===== src/rtl/mux_arb_pkg.sv =====
// Shared arbitration types and helpers: grant-mode constants, index width helper,
// and a rotated first-set-bit search used by the channel arbiters.
package mux_arb_pkg;

  typedef enum logic {
    RR    = 1'b0,
    FIXED = 1'b1
  } grant_mode_e;

  localparam int MAX_N = 64;

  typedef struct packed {
    logic       found;
    logic [5:0] idx;
  } arb_res_t;

  function automatic int selw_of(input int n);
    return $clog2(n);
  endfunction

  // First set bit of vec[n-1:0] searching upward from start, wrapping n-1 -> 0.
  function automatic arb_res_t onehot_first_from(input logic [MAX_N-1:0] vec,
                                                 input int n,
                                                 input logic [5:0] start);
    arb_res_t r;
    r = '0;
    for (int j = 0; j < MAX_N; j++) begin
      if (!r.found && j < n && j >= int'(start) && vec[j]) begin
        r.found = 1'b1;
        r.idx   = 6'(j);
      end
    end
    for (int j = 0; j < MAX_N; j++) begin
      if (!r.found && j < n && j < int'(start) && vec[j]) begin
        r.found = 1'b1;
        r.idx   = 6'(j);
      end
    end
    return r;
  endfunction

endpackage


===== src/rtl/mux_nway_arb_chip_rr_arbiter.sv =====
// Combinational rotated-priority arbiter: eligible vector + search start -> grant index.
module rr_arbiter
  import mux_arb_pkg::*;
#(
  parameter int N    = 8,
  parameter int SELW = selw_of(N)
) (
  input  logic [N-1:0]    elig_i,
  input  logic [SELW-1:0] start_i,
  output logic [SELW-1:0] grant_o,
  output logic            grant_vld_o
);

  arb_res_t res;

  always_comb begin
    res         = onehot_first_from(MAX_N'(elig_i), N, 6'(start_i));
    grant_o     = SELW'(res.idx);
    grant_vld_o = res.found;
  end

endmodule


===== src/rtl/mux_nway_arb_chip.sv =====
// N-way valid/ready channel merger with a registered output and round-robin arbitration.
// Define MUX_ARB_FIXED_PRIO_EN to drop the pointer and use fixed lowest-index priority.
module mux_nway_arb_chip
  import mux_arb_pkg::*;
#(
  parameter  int WIDTH = 16,
  parameter  int N     = 8,
  localparam int SELW  = selw_of(N)
) (
  input  logic               clk,
  input  logic               reset,
  input  logic [N*WIDTH-1:0] in_data,
  input  logic [N-1:0]       in_valid,
  output logic [N-1:0]       in_ready,
  input  logic               force_en,
  input  logic [SELW-1:0]    force_sel,
  output logic [WIDTH-1:0]   out_data,
  output logic               out_valid,
  input  logic               out_ready,
  output logic [SELW-1:0]    out_sel
);

`ifdef MUX_ARB_FIXED_PRIO_EN
  localparam grant_mode_e GRANT_MODE = FIXED;
`else
  localparam grant_mode_e GRANT_MODE = RR;
`endif

  logic [N-1:0]     elig;
  logic [SELW-1:0]  search_start;
  logic [SELW-1:0]  grant;
  logic             grant_vld;
  logic             space;
  logic             xfer;

  logic [WIDTH-1:0] data_q, data_d;
  logic [SELW-1:0]  sel_q, sel_d;
  logic             valid_q, valid_d;

  // An out-of-range force_sel leaves nothing eligible rather than aliasing a channel.
  always_comb begin
    elig = '0;
    if (force_en) begin
      if (int'(force_sel) < N) elig = in_valid & (N'(1) << force_sel);
    end else begin
      elig = in_valid;
    end
  end

  rr_arbiter #(
    .N    (N),
    .SELW (SELW)
  ) u_arb (
    .elig_i      (elig),
    .start_i     (search_start),
    .grant_o     (grant),
    .grant_vld_o (grant_vld)
  );

  generate
    if (GRANT_MODE == RR) begin : g_rr
      logic [SELW-1:0] ptr_q, ptr_d;

      always_comb begin
        ptr_d = ptr_q;
        if (xfer) ptr_d = (grant == SELW'(N - 1)) ? '0 : grant + SELW'(1);
      end

      always_ff @(posedge clk or posedge reset) begin
        if (reset) ptr_q <= '0;
        else       ptr_q <= ptr_d;
      end

      assign search_start = ptr_q;
    end else begin : g_fixed
      assign search_start = '0;
    end
  endgenerate

  assign space    = !valid_q || out_ready;
  assign xfer     = space && grant_vld;
  assign in_ready = (xfer && !reset) ? (N'(1) << grant) : '0;

  always_comb begin
    data_d  = data_q;
    sel_d   = sel_q;
    valid_d = valid_q;
    if (xfer) begin
      data_d  = in_data[int'(grant)*WIDTH +: WIDTH];
      sel_d   = grant;
      valid_d = 1'b1;
    end else if (out_ready) begin
      valid_d = 1'b0;
    end
  end

  always_ff @(posedge clk or posedge reset) begin
    if (reset) begin
      data_q  <= '0;
      sel_q   <= '0;
      valid_q <= 1'b0;
    end else begin
      data_q  <= data_d;
      sel_q   <= sel_d;
      valid_q <= valid_d;
    end
  end

  assign out_data  = data_q;
  assign out_sel   = sel_q;
  assign out_valid = valid_q;

endmodule

===== config.mk =====
export PLATFORM = sky130hd
export DESIGN_NAME = mux_nway_arb_chip
export DESIGN_NICKNAME = d
export VERILOG_FILES = /design/src/rtl/mux_arb_pkg.sv /design/src/rtl/mux_nway_arb_chip_rr_arbiter.sv /design/src/rtl/mux_nway_arb_chip.sv
export SDC_FILE = /design/constraint.sdc
export NUM_CORES = 1
export LEC_CHECK = 0
export BUFFER_PORTS_ARGS = -buffer_cell sky130_fd_sc_hd__buf_4
export CAP_MARGIN = 20
export CORE_ASPECT_RATIO = 0.9
export CORE_MARGIN = 8
export CORE_UTILIZATION = 45
export CTS_CLUSTER_SIZE = 10
export DETAILED_ROUTE_END_ITERATION = 6
export PLACE_DENSITY = 0.94
export SYNTH_ARGS = -nofsm -noshare
export SYNTH_HDL_FRONTEND = slang
export SYNTH_HIERARCHICAL = 1
export SYNTH_SLANG_ARGS = --single-unit

===== constraint.sdc =====
create_clock -name clk -period 8.93 [get_ports clk]
set_input_delay 1.3395 -clock clk [delete_from_list [all_inputs] [get_ports clk]]
set_output_delay 1.3395 -clock clk [all_outputs]
set_load 0.05 [all_outputs]

# Word level (Yosys, flattened, before mapping)
# Index checks and enable logic that the tools add are counted.
[word_totals] regBits=23 input_bits=143 out_inout_bits=28
[classes] order_cmp=14 shifts=3 n_eq_ne=1 mux=20 n_addsub=1 reduce_logical=48 n_bitwise=1
[ops] operator="$shiftx A128 B8 Y16" count=1
[ops] operator="$mux W7" count=15
[ops] operator="$logic_and A1 B1 Y1" count=30
[ops] operator="$logic_not A1 Y1" count=16
[ops] operator="$mux W8" count=2
[ops] operator="$shl A1 B3 Y8 const A" count=2
[ops] operator="$ge A3 B3 Y1 const A" count=3
[ops] operator="$lt A3 B3 Y1 const A" count=3
[ops] operator="$and A8 B8 Y8" count=1
[ops] operator="$ge A1 B3 Y1 const A" count=2
[ops] operator="$ge A2 B3 Y1 const A" count=2
[ops] operator="$lt A1 B3 Y1 const A" count=2
[ops] operator="$lt A2 B3 Y1 const A" count=2
[ops] operator="$add A3 B1 Y3 const B" count=1
[ops] operator="$eq A3 B3 Y1 const B" count=1
[ops] operator="$mux W3" count=1
[ops] operator="$mux W1" count=2
[ops] operator="$reduce_bool A2 Y1" count=1
[ops] operator="$logic_or A1 B1 Y1" count=1

# Logic depth before layout (Yosys ltp)
[logic_depth] word_depth=63 depth_mapped=14 ltp_nobuf=11

# Cells and area by module
# The synthesis kept the hierarchy.
[by_module_without_submodules] mod="mux_nway_arb_chip" cells_each=231 instances=1 area_each_um2=2282.2
[by_module_without_submodules] mod="rr_arbiter" cells_each=57 instances=1 area_each_um2=351.6

# Least setup slack after synthesis
# No wires, ideal clock.
[synth_path] path_type="input -> output" startpoint="input port force_sel[2]" endpoint="output port in_ready[1]" n_path_buf=3 arrival_time_ns=4.020 slack_ns=3.570 path_stages=14 path_cell_list="nor2_1 -> nand2_1 -> a21boi_0 -> o31a_1 -> a21oi_1 -> o31ai_1 -> nor3_1 -> or3_1 -> buf_4 -> buf_8 -> buf_6 -> inv_1 -> ha_1 -> and3_1"
[synth_via] elab_cells_between_ends=64 cone_classes="2 x shift; 17 x mux; 1 x bitwise; 44 x reduce/logical"
[synth_rtl] item="from (decl)" line="mux_nway_arb_chip.sv:16" text="input logic [SELW-1:0] force_sel,"
[synth_rtl] item="$shl A1 B3 Y8 (*)" line="mux_nway_arb_chip.sv:44" text="if (int'(force_sel) < N) elig = in_valid & (N'(1) << force_sel);"
[synth_rtl] item="$and A8 B8 Y8 (*)" line="mux_nway_arb_chip.sv:44"
[synth_rtl] item="$mux W8 (*)" line="mux_nway_arb_chip.sv:43" text="if (force_en) begin"
[synth_rtl] item="via elig[1]" line="mux_nway_arb_chip.sv:29" text="logic [N-1:0] elig;"
[synth_rtl] item="$logic_and A1 B1 Y1" line="mux_arb_pkg.sv:28" text="if (!r.found && j < n && j >= int'(start) && vec[j]) begin"
[synth_rtl] item="$mux W7" line="mux_arb_pkg.sv:28"
[synth_rtl] item="$logic_not A1 Y1" line="mux_arb_pkg.sv:28"
[synth_rtl] item="$logic_and A1 B1 Y1 (2 in a row)" line="mux_arb_pkg.sv:28"
[synth_rtl] item="[... 41 more ...]"
[synth_rtl] item="$logic_and A1 B1 Y1 (2 in a row)" line="mux_arb_pkg.sv:34" text="if (!r.found && j < n && j < int'(start) && vec[j]) begin"
[synth_rtl] item="$mux W7 (*)" line="mux_arb_pkg.sv:34"
[synth_rtl] item="$logic_not A1 Y1" line="mux_arb_pkg.sv:34"
[synth_rtl] item="$logic_and A1 B1 Y1 (2 in a row)" line="mux_arb_pkg.sv:34"
[synth_rtl] item="$mux W7 (*)" line="mux_arb_pkg.sv:34"
[synth_rtl] item="via grant[1]" line="mux_nway_arb_chip.sv:31" text="logic [SELW-1:0] grant;"
[synth_rtl] item="$shl A1 B3 Y8 (*)" line="mux_nway_arb_chip.sv:82" text="assign in_ready = (xfer && !reset) ? (N'(1) << grant) : '0;"
[synth_rtl] item="$mux W8 (*)" line="mux_nway_arb_chip.sv:82"
[synth_rtl] item="to (decl)" line="mux_nway_arb_chip.sv:14" text="output logic [N-1:0] in_ready,"
# The timed path passes the listed nets; every way through them passes the cells marked *.

# Worst setup path after layout
[layout_path] startpoint="input port force_sel[2]" endpoint="output port in_ready[7]"
# Same word-level chain as after synthesis.

==> summary.md <==
| Metric | Value |
|---|---|
| Most frequent standard cell in the layout excluding fill and tap cells | `sky130_fd_sc_hd__buf_4` |
| DR WL met3 | `788 um` |
| Worst R2R Setup Slack | `roughly 5700 ps` |
| Number of iterations in the first detailed-routing pass | `4` |
| Synth-to-Final Area Change | `48.1%` |
| Sum of negative setup slack | `0 ps` |
| Share of the synthesized area in the top cell type | `between 20% and 30%` |
| Worst setup endpoint | `in_ready[7]` |
| Worst Path Max Fanout | `71` |
| Final period demand of the worst path | `just under 6000 ps` |
| Leakage | `between 1.5 and 2 nW` |
| Detailed placement HPWL | `roughly 8600 um` |
| Placed standard-cell area | `0.00385 mm^2` |
| Minimum hold slack | `516 ps` |
| Most frequent cells in the layout | `172 x sky130_fd_sc_hd__buf_4, 30 x sky130_fd_sc_hd__mux2i_1, 29 x sky130_fd_sc_hd__mux2_2, 27 x sky130_fd_sc_hd__o21ai_0, 23 x sky130_fd_sc_hd__dfrtp_1` |
| Detail-routed via count per cell | `between 5 and 6` |
| Critical Path Start Type | `primary input` |
| Logic depth of the worst register-to-register path | `8` |
| CTS clock-pin slew for the worst setup and hold paths | `approximately 80 ps` |
| Total of warnings raised by yosys | `6` |
| Final max-slew violation count | `0` |
| Largest net degree at the start of global routing | `a little over 70` |
| Wire length on met1 | `approximately 3800 um` |
| # DRC | `0` |
| Pin slew with the least headroom to its limit | `around 1200 ps` |
| Fraction of final layout cells with drive strength greater than 1 | `51.1%` |
| TritonCTS Sinks | `23` |
| Number of synthesized flops with an enable pin | `0` |
| Remaining global-route overflow | `0` |
| Setup crit start | `force_sel[2]` |
| Worst-skew pair later-pin latency | `~260 ps` |
| Worst IR Drop VDD | `0.307 mV` |
| Die extent in y | `~89 um` |
| Run status | `finished, final reports clean` |
| Summed area of non-filler cells in the final layout | `0.00390 mm^2` |
| Power density over the cells | `about 290 mW/mm^2` |
| Yosys top cell by area | `sky130_fd_sc_hd__dfrtp_1` |
| Post-CTS setup-driven buffer insertion count | `0` |
| Setup repair after global routing missed its margin | `false` |
| Gates resized, CTS repair | `0` |
| Syn_nets | `approximately 440` |
| Total detailed-routing wirelength | `~10000 um` |
| Initial Util | `between 40 and 50%` |
| Number of library cell types mapped by synthesis | `50` |
| Synthesized area per cell | `approximately 9.1 um^2` |
| Path type of the worst setup path | `in2out` |
| Min-delay worst type | `reg2reg` |
| Portion of the clock cycle consumed by the worst path in the final layout | `roughly two thirds` |
| Largest cells by area after synthesis | `sky130_fd_sc_hd__dfrtp_1 22%, sky130_fd_sc_hd__mux2_2 12%, sky130_fd_sc_hd__mux2i_1 11%` |
| Worst endpoint required time | `~7600 ps` |
| Worst r2r dst | `out_data[10]` |
| Fmax achieved | `169 MHz` |
| Global routing usage summed across all routing layers | `approximately 22%` |
| Width of the chip | `about 97 um` |
| Post-layout nets | `590` |
| Final number of hold-violating endpoints | `0` |
| Crit end category | `output port` |
| Final estimated routing congestion in global placement | `about 0.94` |
| Number of antenna-violating nets in the routed design | `0` |
| TritonCTS buffer count | `3` |
| Worst endpoint data arrival time | `roughly 4600 ps` |
| Vias in the first global route | `around 3200` |
| Most used DFF post-synth | `sky130_fd_sc_hd__dfrtp_1` |
| Antenna violations before repair | `0` |
| Number of endpoints failing setup at the final stage | `0` |
| Post-Syn Area | `approximately 0.0026 mm^2` |
| Count of antenna diodes in the layout | `0` |
| Async S/R FF share, synth | `100%` |
| Root Driver | `sky130_fd_sc_hd__clkbuf_8` |
| Final Skew | `2.60 ps` |
| Overall die area | `roughly 0.0086 mm^2` |
| Proportion of synthesized chip area in sequential cells | `21.9%` |
| Tightest slew margin relative to the limit | `22.9%` |
| H-tree levels | `1` |
| Total vias in the final route | `between 3000 and 4000` |
| DRC violation total after the first TritonRoute iteration | `305` |
| Instance count of the mapped netlist | `288` |
| Hold buffer count at cts | `0` |
| Number of placement rows | `26` |
| TritonCTS clock tree | `done` |
| Max_cap viols | `0` |
| Total length of routed met2 wires | `between 5000 and 6000 um` |
| Placeable core area | `0.00566 mm^2` |
| Clock Tree Buf Depth | `2` |
| Flops & latches, synth | `23` |
| Ports | `171` |
| First-pass GRT wire length | `15600 um` |
| PortBufs | `170` |
| Worst r2r src | `g_rr.ptr_q[2]` |
| Average routed wire per standard cell | `between 20 and 25 um` |
| Highest metal layer with signal wires | `met4` |
-- metal layers --
metal  vias up  track usage, %
li1       1412               -
met1      1427            23.4
met2       145            41.2
met3        22            7.73
met4         0            6.83
met5         -               0
-- Yosys cell counts (2+ instances only) --
| master | instances |
|---|---|
| sky130_fd_sc_hd__inv_1 | 9 |
| sky130_fd_sc_hd__mux2_2 | 29 |
| sky130_fd_sc_hd__nand4_1 | 3 |
| sky130_fd_sc_hd__o21ai_0 | 27 |
| sky130_fd_sc_hd__o31ai_2 | 10 |
| sky130_fd_sc_hd__buf_2 | 12 |
| sky130_fd_sc_hd__nand3_1 | 4 |
| sky130_fd_sc_hd__buf_6 | 2 |
| sky130_fd_sc_hd__a22o_1 | 14 |
| sky130_fd_sc_hd__and2_1 | 5 |
| sky130_fd_sc_hd__ha_1 | 6 |
| sky130_fd_sc_hd__or3_1 | 2 |
| sky130_fd_sc_hd__nand2_1 | 11 |
| sky130_fd_sc_hd__dfrtp_1 | 23 |
| sky130_fd_sc_hd__and3_1 | 6 |
| sky130_fd_sc_hd__mux2_1 | 2 |
| sky130_fd_sc_hd__a21oi_1 | 4 |
| sky130_fd_sc_hd__o31ai_1 | 7 |
| sky130_fd_sc_hd__nand2b_1 | 2 |
| sky130_fd_sc_hd__a21boi_0 | 6 |
| sky130_fd_sc_hd__nor2_1 | 7 |
| sky130_fd_sc_hd__mux2i_1 | 30 |
| sky130_fd_sc_hd__o21bai_1 | 2 |
| sky130_fd_sc_hd__nor2b_1 | 7 |
| sky130_fd_sc_hd__nor3_1 | 4 |
| sky130_fd_sc_hd__o22ai_1 | 14 |
| sky130_fd_sc_hd__buf_4 | 4 |
| sky130_fd_sc_hd__nand3b_1 | 2 |
| sky130_fd_sc_hd__o21ai_1 | 4 |
| sky130_fd_sc_hd__clkbuf_1 | 4 |
| sky130_fd_sc_hd__a211oi_1 | 5 |
| sky130_fd_sc_hd__o2bb2ai_1 | 3 |
-- report_power, final --
part / switching [mW] / internal [mW] / total (mW)
logic: 0.510 / 0.341 / 0.851
registers: 0.0457 / 0.156 / 0.202
clock network: 0.0344 / 0.0312 / 0.0656
total: 0.590 / 0.528 / 1.12
-- final cells by class --
type                    count  area [um^2]
clock inverters             1         5.00
repair buffers            172         1290
clock buffers               3         41.3
inverters                   9         33.8
multi-input cells         232         1870
flip-flops and latches     23          576
fillers                   447         1760
well taps                  70         87.6
-- logic make-up after synthesis --
| group | count (synthesis) | share of synthesized area, % |
|---|---|---|
| fa+ha+maj | 6 | 2.85 |
| mux | 61 | 24.7 |
| flops | 23 | 21.9 |
| compound gates | 106 | 30.5 |
| buf+inv | 33 | 7.46 |
| simple gates | 59 | 12.7 |
-- through the flow --
step                power [mW]  utilization [%]  setup slack, ps  std cells
floorplan                0.857                -             3570        288
global placement          1.02             68.0             3180        505
detailed placement        1.05             68.0             3020        505
CTS                       1.11             68.8             3010        509
global route              1.18             68.9             2810        510
finish                    1.12             68.9             3020        510
-- registers in the layout (all words and copies together) (netlist names) --
signal / count
out_valid: 1
out_data: 16
g_rr.ptr_q: 3
out_sel: 3
-- worst min-delay path by stage --
stage	start	endpoint	slack, ps	cells past startpoint
after floorplan	g_rr.ptr_q[0]	g_rr.ptr_q[0]	470	2
after global placement	out_data[3]	out_data[3]	490	2
after detailed placement	out_data[3]	out_data[3]	500	2
after CTS	out_data[3]	out_data[3]	520	2
after global routing	out_sel[0]	out_sel[0]	550	2
final	out_data[3]	out_data[3]	520	2
-- critical path, cell delays in order --
cell and delay (ps):
sky130_fd_sc_hd__buf_4 140, sky130_fd_sc_hd__nor2_1 120, sky130_fd_sc_hd__nand2_1 60, sky130_fd_sc_hd__a21boi_0 670
sky130_fd_sc_hd__o31a_1 260, sky130_fd_sc_hd__a21oi_1 70, sky130_fd_sc_hd__o31ai_1 150, sky130_fd_sc_hd__nor3_1 100
sky130_fd_sc_hd__or3_4 760, sky130_fd_sc_hd__ha_1 380, sky130_fd_sc_hd__ha_1 190, sky130_fd_sc_hd__and2_1 150
sky130_fd_sc_hd__buf_4 190
Power figures use the tool's default switching activity.
